`config.mk`:
```
export PLATFORM = sky130hd
export DESIGN_NAME = minmaxavg_unit
export DESIGN_NICKNAME = d
export VERILOG_FILES = /design/src/rtl/asip_pkg.sv /design/src/rtl/minmaxavg_unit.sv
export SDC_FILE = /design/constraint.sdc
export NUM_CORES = 1
export LEC_CHECK = 0
export ABC_CLOCK_PERIOD_IN_PS = 2500
export BUFFER_PORTS_ARGS = -buffer_cell sky130_fd_sc_hd__buf_2
export CAP_MARGIN = 0
export CELL_PAD_IN_SITES_DETAIL_PLACEMENT = 1
export CELL_PAD_IN_SITES_GLOBAL_PLACEMENT = 1
export CORE_UTILIZATION = 45
export DETAILED_ROUTE_END_ITERATION = 8
export HOLD_SLACK_MARGIN = 0.03
export PLACE_DENSITY = 0.88
export RECOVER_POWER = 50
export SYNTH_ARGS = -nofsm -noshare
export SYNTH_HDL_FRONTEND = slang
export SYNTH_SLANG_ARGS = --single-unit
```
`constraint.sdc`:
```
create_clock -name CLK -period 2.5 [get_ports CLK]
set_input_delay 0.375 -clock CLK [delete_from_list [all_inputs] [get_ports CLK]]
set_output_delay 0.375 -clock CLK [all_outputs]
set_load 0.005 [all_outputs]
```
`src/rtl/asip_pkg.sv`:
```
// Shared encodings for the min/max/average unit.
//   - Operation select codes driven on the unit's op port.
//   - FSM state type used by minmaxavg_unit.
// No ports; import with "import asip_pkg::*;".
package asip_pkg;

  localparam logic [1:0] OP_MAX  = 2'b00;
  localparam logic [1:0] OP_MIN  = 2'b01;
  localparam logic [1:0] OP_AVG  = 2'b10;
  localparam logic [1:0] OP_RSVD = 2'b11;

  typedef enum logic [1:0] {
    StIdle    = 2'b00,
    StCollect = 2'b01,
    StFinish  = 2'b10
  } mma_state_e;

endpackage

```
`src/rtl/minmaxavg_unit.sv`:
```
// Collects 2^N_LOG2 unsigned 8-bit samples and reports their maximum, minimum or average.
//
// Parameters:
//   N_LOG2      log2 of samples per operation (1..6)
// Ports:
//   CLK         clock, rising edge
//   RESET       asynchronous active-low reset
//   start       begin an operation (sampled only while idle)
//   op[1:0]     operation select latched at start (MAX/MIN/AVG/reserved)
//   data_in     unsigned sample
//   data_valid  sample qualifier while collecting
//   result      last computed result, registered, held between operations
//   result_load one-cycle pulse while result carries a new value
//   busy        high while collecting or finishing
//   done        one-cycle pulse coincident with result_load
// Build option:
//   MINMAXAVG_ROUND_EN  defined: AVG rounds half up; undefined: AVG truncates.
module minmaxavg_unit
  import asip_pkg::*;
#(
  parameter int unsigned N_LOG2 = 3
) (
  input  logic       CLK,
  input  logic       RESET,
  input  logic       start,
  input  logic [1:0] op,
  input  logic [7:0] data_in,
  input  logic       data_valid,
  output logic [7:0] result,
  output logic       result_load,
  output logic       busy,
  output logic       done
);

  localparam int unsigned SumW = 9 + N_LOG2;
  localparam int unsigned CntW = N_LOG2 + 1;
  localparam logic [CntW-1:0] LastIdx = CntW'((2 ** N_LOG2) - 1);

  mma_state_e      state_q, state_d;
  logic [1:0]      op_q, op_d;
  logic [CntW-1:0] cnt_q, cnt_d;
  logic [7:0]      max_q, max_d;
  logic [7:0]      min_q, min_d;
  logic [SumW-1:0] sum_q, sum_d;
  logic [7:0]      result_q, result_d;

  // Trackers including the sample on data_in, so the final result can be
  // registered on the same edge that accepts the last sample.
  logic [7:0]      max_acc, min_acc, avg_val;
  logic [SumW-1:0] sum_acc, avg_full;
  logic [7:0]      sel_val;

  always_comb begin
    max_acc = (data_in > max_q) ? data_in : max_q;
    min_acc = (data_in < min_q) ? data_in : min_q;
    sum_acc = sum_q + SumW'(data_in);
`ifdef MINMAXAVG_ROUND_EN
    // Largest sum plus half still fits in SumW bits.
    avg_full = (sum_acc + (SumW'(1) << (N_LOG2 - 1))) >> N_LOG2;
`else
    avg_full = sum_acc >> N_LOG2;
`endif
    avg_val = avg_full[7:0];
    unique case (op_q)
      OP_MAX:  sel_val = max_acc;
      OP_MIN:  sel_val = min_acc;
      OP_AVG:  sel_val = avg_val;
      default: sel_val = 8'h00;
    endcase
  end

  always_comb begin
    state_d  = state_q;
    op_d     = op_q;
    cnt_d    = cnt_q;
    max_d    = max_q;
    min_d    = min_q;
    sum_d    = sum_q;
    result_d = result_q;
    unique case (state_q)
      StIdle: begin
        if (start) begin
          op_d  = op;
          cnt_d = '0;
          max_d = 8'h00;
          min_d = 8'hFF;
          sum_d = '0;
          if (op == OP_RSVD) begin
            result_d = 8'h00;
            state_d  = StFinish;
          end else begin
            state_d = StCollect;
          end
        end
      end
      StCollect: begin
        if (data_valid) begin
          max_d = max_acc;
          min_d = min_acc;
          sum_d = sum_acc;
          cnt_d = cnt_q + 1'b1;
          if (cnt_q == LastIdx) begin
            result_d = sel_val;
            state_d  = StFinish;
          end
        end
      end
      StFinish: state_d = StIdle;
      default:  state_d = StIdle;
    endcase
  end

  always_ff @(posedge CLK or negedge RESET) begin
    if (!RESET) begin
      state_q  <= StIdle;
      op_q     <= OP_MAX;
      cnt_q    <= '0;
      max_q    <= 8'h00;
      min_q    <= 8'hFF;
      sum_q    <= '0;
      result_q <= 8'h00;
    end else begin
      state_q  <= state_d;
      op_q     <= op_d;
      cnt_q    <= cnt_d;
      max_q    <= max_d;
      min_q    <= min_d;
      sum_q    <= sum_d;
      result_q <= result_d;
    end
  end

  // Result is already registered when FINISH is entered, so the load pulse
  // lines up with a stable value.
  assign result      = result_q;
  assign result_load = (state_q == StFinish);
  assign done        = (state_q == StFinish);
  assign busy        = (state_q != StIdle);

endmodule

```
==> reports/qor.yml, run 1 <==
timing:
  rsz0062_at_grt: "no"
  slew_headroom_pct: 42.69
  min_period_over_period_pct: 96.37
  tightestPinTransition_ns: 0.8597
  max_freq_mhz: 415.1
  clock_skew_ns: 0.009965
  fin_setup_tns_ns: 0
  period_needed_ns: 2.409
  drv_slew: 0
  setup_viol: 0
  hold_violations: 0
global_routing:
  grt_pass1_wl_mm: 17.07
  grt_start_max_net_pins: 22
  overflow: 0
  antenna_found_initial: 0
  grt_usage_pct: 30.10
  grt_pass1_vias: 3196
placement:
  hpwl_mm: 7.952
  dp.cells: 477
  gp_congestion: 0.9202
  port_buffers: 24
clock_network:
  cts_resized: 0
  path_clk_slew_ns: 0.10
  cts_max_level: 2
  numCtsBuffers: 5
  ctsLongestPathBuffers: 2
  cts_hold_buf: 1
  cts_setup_buffers: 0
  cts_tree: "yes"
  cts_root_buf: "clkbuf_8"
  insertion_delay_ns: 0.31
  cts_sinks: 43
cells_and_area:
  final_cell_mix: "dfrtp_1 (35), inv_1 (31), nand3_1 (28)"
  syn2layout_area_growth_pct: 12.09
  final_common_cell: "dfrtp_1"
  nFillCells: 860
  layoutNonFillerInstCount: 486
  drive_gt1_share_pct: 20.77
  final_nets: 428
  antenna-diode-count: 0
worst_setup_path:
  worstSetupPathType: "reg -> reg"
  critPathCaptureType: "register"
  r2r_end: "result[1]"
  r2r_cells: 8
  cp_data_required_time_ns: 2.68
  r2r_start: "min_q[6]"
  crit_path_max_fanout: 8
  crit_path_start_kind: "register"
  reg2reg_slack_ns: 0.09
  worstPathArrival_ns: 2.59
hold_path:
  worstHoldStart: "op[1]"
  min_path_type: "in -> reg"
  hold_path_end: "op_q[1]"
  min_path_cells: 3
routing:
  num_vias: 3126
  drt_first_pass_iters: 5
  drt-initial-drc-count: 307
  routed_wl_mm: 10.54
  drc_errors: 0
  viasPerCell: 6.432
  wl_per_cell_um: 21.69
  final_antenna_net_count: 0
logic_synthesis:
  yosysSeqAreaShare_pct: 33.32
  synthCells: 354
  synth-edff-count: 0
  ys_async_sr_fraction_pct: 100.0
  ys_types: 68
  syn_area_mm2: 0.003259
  syn_nets: 393
  synth_seq_cells: 43
  yosysWarnings: 0
  synth_ff_type: "dfrtp_1"
  avgSynthCellArea_um2: 9.207
flow_run:
  max-cap-violations: 0
pwr:
  vdd_drop_max_uv: 431.0
  leakagePower_nw: 1.681
  power_w: 0.004613
  powerDensity_mw_per_mm2: 1263
floorplan:
  ios: 25
  start_util_pct: 47.19
  die_x_um: 87.11
  die-area_mm2: 0.007587
  rows: 30
  die_h_um: 87.11
  core_mm2: 0.006907
status:
  status: "finished, final reports clean"
==> registers in the layout, summed over array words and instances, names as in the netlist <==
register	flops
min_q	8
op_q	2
result	8
sum_q	11
max_q	8
state_q	2
cnt_q	4
==> through the flow <==
step           util [%]  hold slack [ns]  setup slack (ns)  cell area [um^2]
6_report          52.90           0.3062           0.09079              3654
2_1_floorplan         -          0.07941            0.3593              3259
5_1_grt           52.90           0.3329           0.01246              3654
3_3_place_gp      51.56           0.3051            0.1490              3561
3_5_place_dp      51.56           0.3044           0.06335              3561
4_1_cts           53.06           0.3110            0.1173              3665
==> cells by family (layout without fill, tap and decap cells) <==
family,count (synthesis),in the layout,share of synthesized area [%]
and+or+nand+nor,107,107,17.08
buffers and inverters,48,84,6.180
AOI/OAI and AO/OA,114,114,28.56
adders and majority gates,25,25,9.827
muxes,8,8,2.610
DFF,43,43,33.32
xor gates and xnor gates,9,9,2.418
==> worst max-delay path, stage by stage (launching register included) <==
cell      delay [ns]
dfstp_2         0.56
inv_1           0.06
ha_1            0.34
a21oi_2         0.18
nand3_2         0.14
a21oi_4         0.36
mux2i_1         0.17
o31ai_1         0.34
o211ai_1        0.14
==> routing by layer <==
| metal | vias up | share of wire, % | GRT usage (%) |
|---|---|---|---|
| li1 | 1379 | - | - |
| met1 | 1595 | 42 | 39.65 |
| met2 | 121 | 49 | 49.96 |
| met3 | 31 | 5.5 | 4.739 |
| met4 | 0 | 3.3 | 11.33 |
| met5 | - | 0 | 0 |
==> final cells by class <==
cell class	count	area (um^2)	area share [%]
multi-input combinational	263	1972	53.97
sequential	43	1086	29.73
timing repair buffer	44	261.5	7.158
inverter	32	120.1	3.288
tap	96	120.1	3.288
clock buffer	5	68.82	1.884
clock inverter	3	25.02	0.6849
==> synth_stat cells, drive strengths merged, types with 4 or more instances <==
cell | instances | area (um^2)
a211oi | 10 | 97.59
a21o | 5 | 45.04
a21oi | 13 | 91.34
a22o | 6 | 52.55
buf | 9 | 55.05
clkbuf | 7 | 26.28
dfrtp | 35 | 875.8
dfstp | 8 | 210.2
ha | 24 | 300.3
inv | 32 | 120.1
mux2i | 7 | 70.07
nand2 | 27 | 103.9
nand2b | 4 | 32.53
nand3 | 29 | 150.1
nand4 | 7 | 65.06
nor2 | 17 | 63.81
nor2b | 4 | 27.53
nor3 | 8 | 40.04
nor4 | 4 | 25.02
o211ai | 11 | 106.4
o21ai | 33 | 191.4
o22a | 8 | 70.07
o31ai | 4 | 30.03
xnor2 | 4 | 35.03
xor2 | 5 | 43.79
==> how the worst max path moves through the flow <==
stage | from | endpoint
2_1_floorplan | data_in[0] | result[7]
3_3_place_gp | data_in[0] | result[5]
3_5_place_dp | data_in[0] | result[7]
4_1_cts | min_q[6] | result[6]
5_1_grt | min_q[6] | result[5]
6_report | min_q[6] | result[1]
==> where the power goes <==
group	switching (W)	internal, W
clock network	0.000282	0.000200
registers	0.000274	0.00105
logic	0.00171	0.00109
total	0.00227	0.00235
Note: power is estimated with default switching activity, not from simulation.
==> inputs of run 2 (changes only) <==
Settings changed: ABC_CLOCK_PERIOD_IN_PS 2500 to 2800.
Clock period 2.5 ns to 2.8 ns, I/O delays scaled along.
==> reports/qor.yml, run 2 (synthesis results as in run 1) <==
worst_setup_path:
  critPathCaptureType: "register"
  crit_path_start_kind: "register"
  reg2reg_slack_ns: 0.41  # +0.32 ns
  cp_data_required_time_ns: 2.98  # +0.30 ns
  crit_path_max_fanout: 4  # -4
  crit_path_cell_trace: "inv_1, ha_1, a21oi_2, nand3_2, a21o_1, a211o_1, o31ai_1, o311ai_1"
  worstPathArrival_ns: 2.57  # -0.02 ns
  worstSetupPathType: "reg -> reg"
  slowest_delay_ns: 0.56  # about the same
  critPathSlowestCell: "dfstp_2"
floorplan:
  core_mm2: 0.006907  # unchanged
  rows: 30  # unchanged
  ios: 25  # unchanged
  die_h_um: 87.11  # unchanged
  die_x_um: 87.11  # unchanged
  die-area_mm2: 0.007587  # unchanged
  start_util_pct: 47.19  # unchanged
timing:
  hold_violations: 0  # unchanged
  clock_skew_ns: 0.01411  # +0.004149 ns
  tightestPinTransition_ns: 0.9980  # +0.1384 ns
  timing.final.ws_setup_ns: 0.4077  # +0.3169 ns
  slew_headroom_pct: 33.46  # -9.2 points
  rsz0062_at_grt: "no"
  fin_setup_tns_ns: 0  # unchanged
  period_needed_ns: 2.392  # -0.01695 ns
  max_freq_mhz: 418.0  # +0.71%
  setup_viol: 0  # unchanged
  drv_slew: 0  # unchanged
  min_period_over_period_pct: 85.44  # -11 points
global_routing:
  grt_pass1_wl_mm: 16.15  # -5.4%
  grt_start_max_net_pins: 44  # +100%
  antenna_found_initial: 0  # unchanged
  overflow: 0  # unchanged
  grt_pass1_vias: 3083  # -3.5%
  grt_usage_pct: 28.56  # -1.5 points
cells_and_area:
  drive_gt1_share_pct: 18.83  # -1.9 points
  regArea_mm2: 0.001086  # unchanged
  fin_area_mm2: 0.003553  # -2.7%
  nFillCells: 827  # -3.8%
  antenna-diode-count: 0  # unchanged
  multi_input_area_mm2: 0.001972  # unchanged
  fin_util_pct: 51.45  # -1.4 points
  largest_reg_flops: 11  # unchanged
  final_nets: 415  # -3.0%
  top_register: "sum_q"
  final_cell_mix: "dfrtp_1 (35), inv_1 (31), nand3_1 (28)"
  syn2layout_area_growth_pct: 9.021
  final_common_cell: "dfrtp_1"
clock_network:
  numCtsBuffers: 5  # unchanged
  cts_sinks: 43  # unchanged
  path_clk_slew_ns: 0.09  # about the same
  cts_hold_buf: 0  # -1
  ctsLongestPathBuffers: 2  # unchanged
  cts_max_level: 2  # unchanged
  cts_setup_buffers: 0  # unchanged
  cts_tree: "yes"
  cts_resized: 0  # unchanged
  insertion_delay_ns: 0.31  # about the same
  cts_root_buf: "clkbuf_8"
routing:
  final_antenna_net_count: 0  # unchanged
  viasPerCell: 6.152  # -4.4%
  drc_errors: 0  # unchanged
  routed_wl_mm: 9.868  # -6.4%
  wl_per_cell_um: 20.86  # -3.8%
  num_vias: 2910  # -6.9%
  drt-initial-drc-count: 187  # -39%
  drt_first_pass_iters: 4  # -1
placement:
  pre_cts_slack_ns: 0.2848  # +0.2214 ns
  gp_congestion: 0.9131  # -0.77%
  hpwl_mm: 7.351  # -7.6%
  place_area_mm2: 0.003471  # -2.5%
  port_buffers: 24  # unchanged
hold_path:
  min_path_type: "in -> async"
status:
  status: "finished, final reports clean"
pwr:
  leakagePower_nw: 1.626  # -3.3%
  vdd_drop_max_uv: 393.2  # -8.8%
  powerDensity_mw_per_mm2: 1122  # -11%
  power_w: 0.003985  # -14%
flow_run:
  max-cap-violations: 0  # unchanged
## run 2: changes by cell type in the layout (fill, tap and decap cells not counted)
cell,delta
clkinv_4,-2
clkbuf_2,-1
buf_4,-10
dlygate4sd3_1,-1
buf_2,+2
clkbuf_1,-2
clkinv_2,+1
## run 2: power breakdown
part,leakage [nW],switching [W],internal [W],total [W]
Combinational,1.06,0.00145,0.000931,0.00238
Sequential,0.529,0.000257,0.000939,0.00120
Clock,0.0412,0.000231,0.000175,0.000405
Total,1.63,0.00194,0.00204,0.00399
## run 2: per-layer routing
| metal | global-route usage, % | share of wire [%] |
|---|---|---|
| met5 | 0 | 0 |
| met4 | 12.82 | 3.3 |
| met1 | 36.33 | 42 |
| met2 | 47.03 | 49 |
| met3 | 5.687 | 5.7 |
## run 2: per-stage QoR
step	hold WS, ns	instances
2_1_floorplan	0.1244	354
3_3_place_gp	0.4698	465
3_5_place_dp	0.4783	465
4_1_cts	0.3161	473
5_1_grt	0.3556	473
6_report	0.2687	473
## run 2: worst paths after layout
path,startpoint,endpoint,depth (start not counted)
max,min_q[6],result[6],8
min,RESET,result[0],1
max reg2reg,min_q[6],result[6],8
min reg2reg,sum_q[6],sum_q[6],2
max in group asynchronous,RESET,max_q[3],1
min in group CLK,op[1],op_q[1],3
## run 2: cell type report
cell class              instances  area share (%)
multi-input cells             263           55.49
clock buffers                   6           2.042
flip-flops and latches         43           30.56
well taps                      96           3.380
inverters                      32           3.380
clock inverters                 2          0.3521
repair buffers                 31           4.789
## run 2: critical path: cells and delay by family, from the launching register on
kind / cells / cell delay (ns)
buffers and inverters: 1 / 0.06
DFF: 1 / 0.56
adders and majority gates: 1 / 0.33
and+or+nand+nor: 1 / 0.13
AOI/OAI and AO/OA: 5 / 1.19
==> inputs of run 3 (changes only) <==
Settings changed: CORE_ASPECT_RATIO set to 2, MAX_ROUTING_LAYER set to met4.
==> reports/qor.yml, run 3 (synthesis results as in run 1) <==
cells_and_area:
  final_common_cell: "dfrtp_1"
  multi_input_area_mm2: 0.001972  # unchanged
  syn2layout_area_growth_pct: 11.29
  regArea_mm2: 0.001086  # unchanged
  largest_reg_flops: 11  # unchanged
  drive_gt1_share_pct: 20.00  # +1.2 points
  nFillCells: 836  # +1.1%
  antenna-diode-count: 0  # unchanged
  layoutNonFillerInstCount: 470  # -0.63%
  final_cell_mix: "dfrtp_1 (35), inv_1 (31), nand3_1 (28)"
  fin_util_pct: 51.86  # +0.41 points
  top_register: "sum_q"
  final_nets: 418  # +0.72%
clock_network:
  cts_root_buf: "clkbuf_16"
  cts_resized: 0  # unchanged
  numCtsBuffers: 5  # unchanged
  path_clk_slew_ns: 0.07  # -0.02 ns
  cts_max_level: 2  # unchanged
  ctsLongestPathBuffers: 2  # unchanged
  insertion_delay_ns: 0.30  # about the same
  cts_hold_buf: 0  # unchanged
  cts_sinks: 43  # unchanged
  cts_tree: "yes"
  cts_setup_buffers: 0  # unchanged
floorplan:
  die_h_um: 122.4  # +40%
  die_x_um: 62.18  # -29%
  start_util_pct: 46.60  # -0.59 points
  core_mm2: 0.006994  # +1.3%
  rows: 43  # +43%
  die-area_mm2: 0.007608  # +0.28%
  ios: 25  # unchanged
placement:
  port_buffers: 24  # unchanged
  gp_congestion: 0.9692  # +6.1%
  hpwl_mm: 8.204  # +12%
  dp.cells: 462  # -0.65%
worst_setup_path:
  r2r_end: "result[3]"
  cp_data_required_time_ns: 2.95  # -0.03 ns
  crit_path_start_kind: "register"
  worstPathArrival_ns: 2.63  # +0.06 ns
  worstSetupPathType: "reg -> reg"
  critPathCaptureType: "register"
  reg2reg_slack_ns: 0.31  # -0.09 ns
  crit_path_max_fanout: 8  # +4
  r2r_start: "min_q[2]"
  r2r_cells: 8  # unchanged
pwr:
  powerDensity_mw_per_mm2: 1176  # +4.9%
  vdd_drop_max_uv: 403.8  # +2.7%
  power_w: 0.004266  # +7.0%
  leakagePower_nw: 1.676  # +3.0%
routing:
  viasPerCell: 6.472  # +5.2%
  wl_per_cell_um: 22.91  # +9.8%
  final_antenna_net_count: 0  # unchanged
  drc_errors: 0  # unchanged
  routed_wl_mm: 10.77  # +9.1%
  drt_first_pass_iters: 4  # unchanged
  num_vias: 3042  # +4.5%
  drt-initial-drc-count: 170  # -9.1%
global_routing:
  grt_pass1_wl_mm: 17.10  # +5.9%
  grt_usage_pct: 30.83  # +2.3 points
  grt_pass1_vias: 3310  # +7.4%
  antenna_found_initial: 0  # unchanged
  grt_start_max_net_pins: 44  # unchanged
  overflow: 0  # unchanged
timing:
  hold_violations: 0  # unchanged
  max_freq_mhz: 402.4  # -3.7%
  fin_setup_tns_ns: 0  # unchanged
  period_needed_ns: 2.485  # +0.09293 ns
  min_period_over_period_pct: 88.76  # +3.3 points
  slew_headroom_pct: 31.34  # -2.1 points
  rsz0062_at_grt: "no"
  tightestPinTransition_ns: 1.030  # +0.03192 ns
  setup_viol: 0  # unchanged
  clock_skew_ns: 0.01062  # -0.003497 ns
  hold-worst-slack_ns: 0.2950  # +0.02626 ns
  drv_slew: 0  # unchanged
flow_run:
  max-cap-violations: 0  # unchanged
hold_path:
  min_path_type: "in -> async"
status:
  status: "finished, final reports clean"
[run 3: changes by cell type in the layout (fill, tap and decap cells not counted)]
| cell | previous run | this run |
|---|---|---|
| clkbuf_8 | 5 | 0 |
| clkbuf_16 | 0 | 5 |
| buf_4 | 7 | 10 |
| buf_2 | 22 | 24 |
| clkbuf_1 | 3 | 1 |
[run 3: worst max-delay path by stage]
stage / startpoint / endpoint / slack, ns / cells after the start
floorplan: data_in[0] / result[7] / 0.61 / 8
global placement: data_in[0] / result[3] / 0.32 / 9
detailed placement: data_in[0] / result[3] / 0.23 / 9
CTS: min_q[2] / result[3] / 0.33 / 8
global route: min_q[2] / result[2] / 0.28 / 8
finish: min_q[2] / result[3] / 0.31 / 8
[run 3: layout make-up]
type / instances / share of cell area [%]
multi-input combinational: 263 / 54.36
sequential: 43 / 29.94
timing repair buffer: 34 / 5.381
clock buffer: 6 / 3.553
inverter: 32 / 3.311
tap: 90 / 3.105
clock inverter: 2 / 0.3449
[run 3: routing by layer]
metal / vias to the layer above / share of wire, % / GRT usage (%)
li1: 1358 / - / -
met1: 1523 / 34 / 29.12
met2: 105 / 54 / 56.04
met3: 56 / 3.3 / 3.253
met4: 0 / 8.3 / 24.85
met5: - / 0 / -
[run 3: worst max-delay path, stage by stage, from the launching register on]
cell	delay (ns)
dfstp_2	0.57
inv_1	0.05
ha_1	0.28
a21oi_1	0.20
o21ai_2	0.12
a21oi_4	0.37
mux2i_1	0.15
o21ai_0	0.39
o211ai_1	0.20
[run 3: stage by stage]
step | worst slack [ns] | cell area (um^2)
finish | 0.3148 | 3627
global route | 0.2813 | 3627
CTS | 0.3306 | 3627
detailed placement | 0.2333 | 3486
global placement | 0.3196 | 3486
floorplan | 0.6143 | 3259
[run 3: report_power, final]
group	switching [W]	internal, W
Sequential	0.000267	0.000941
Clock	0.000258	0.000330
Combinational	0.00152	0.000945
Total	0.00205	0.00222
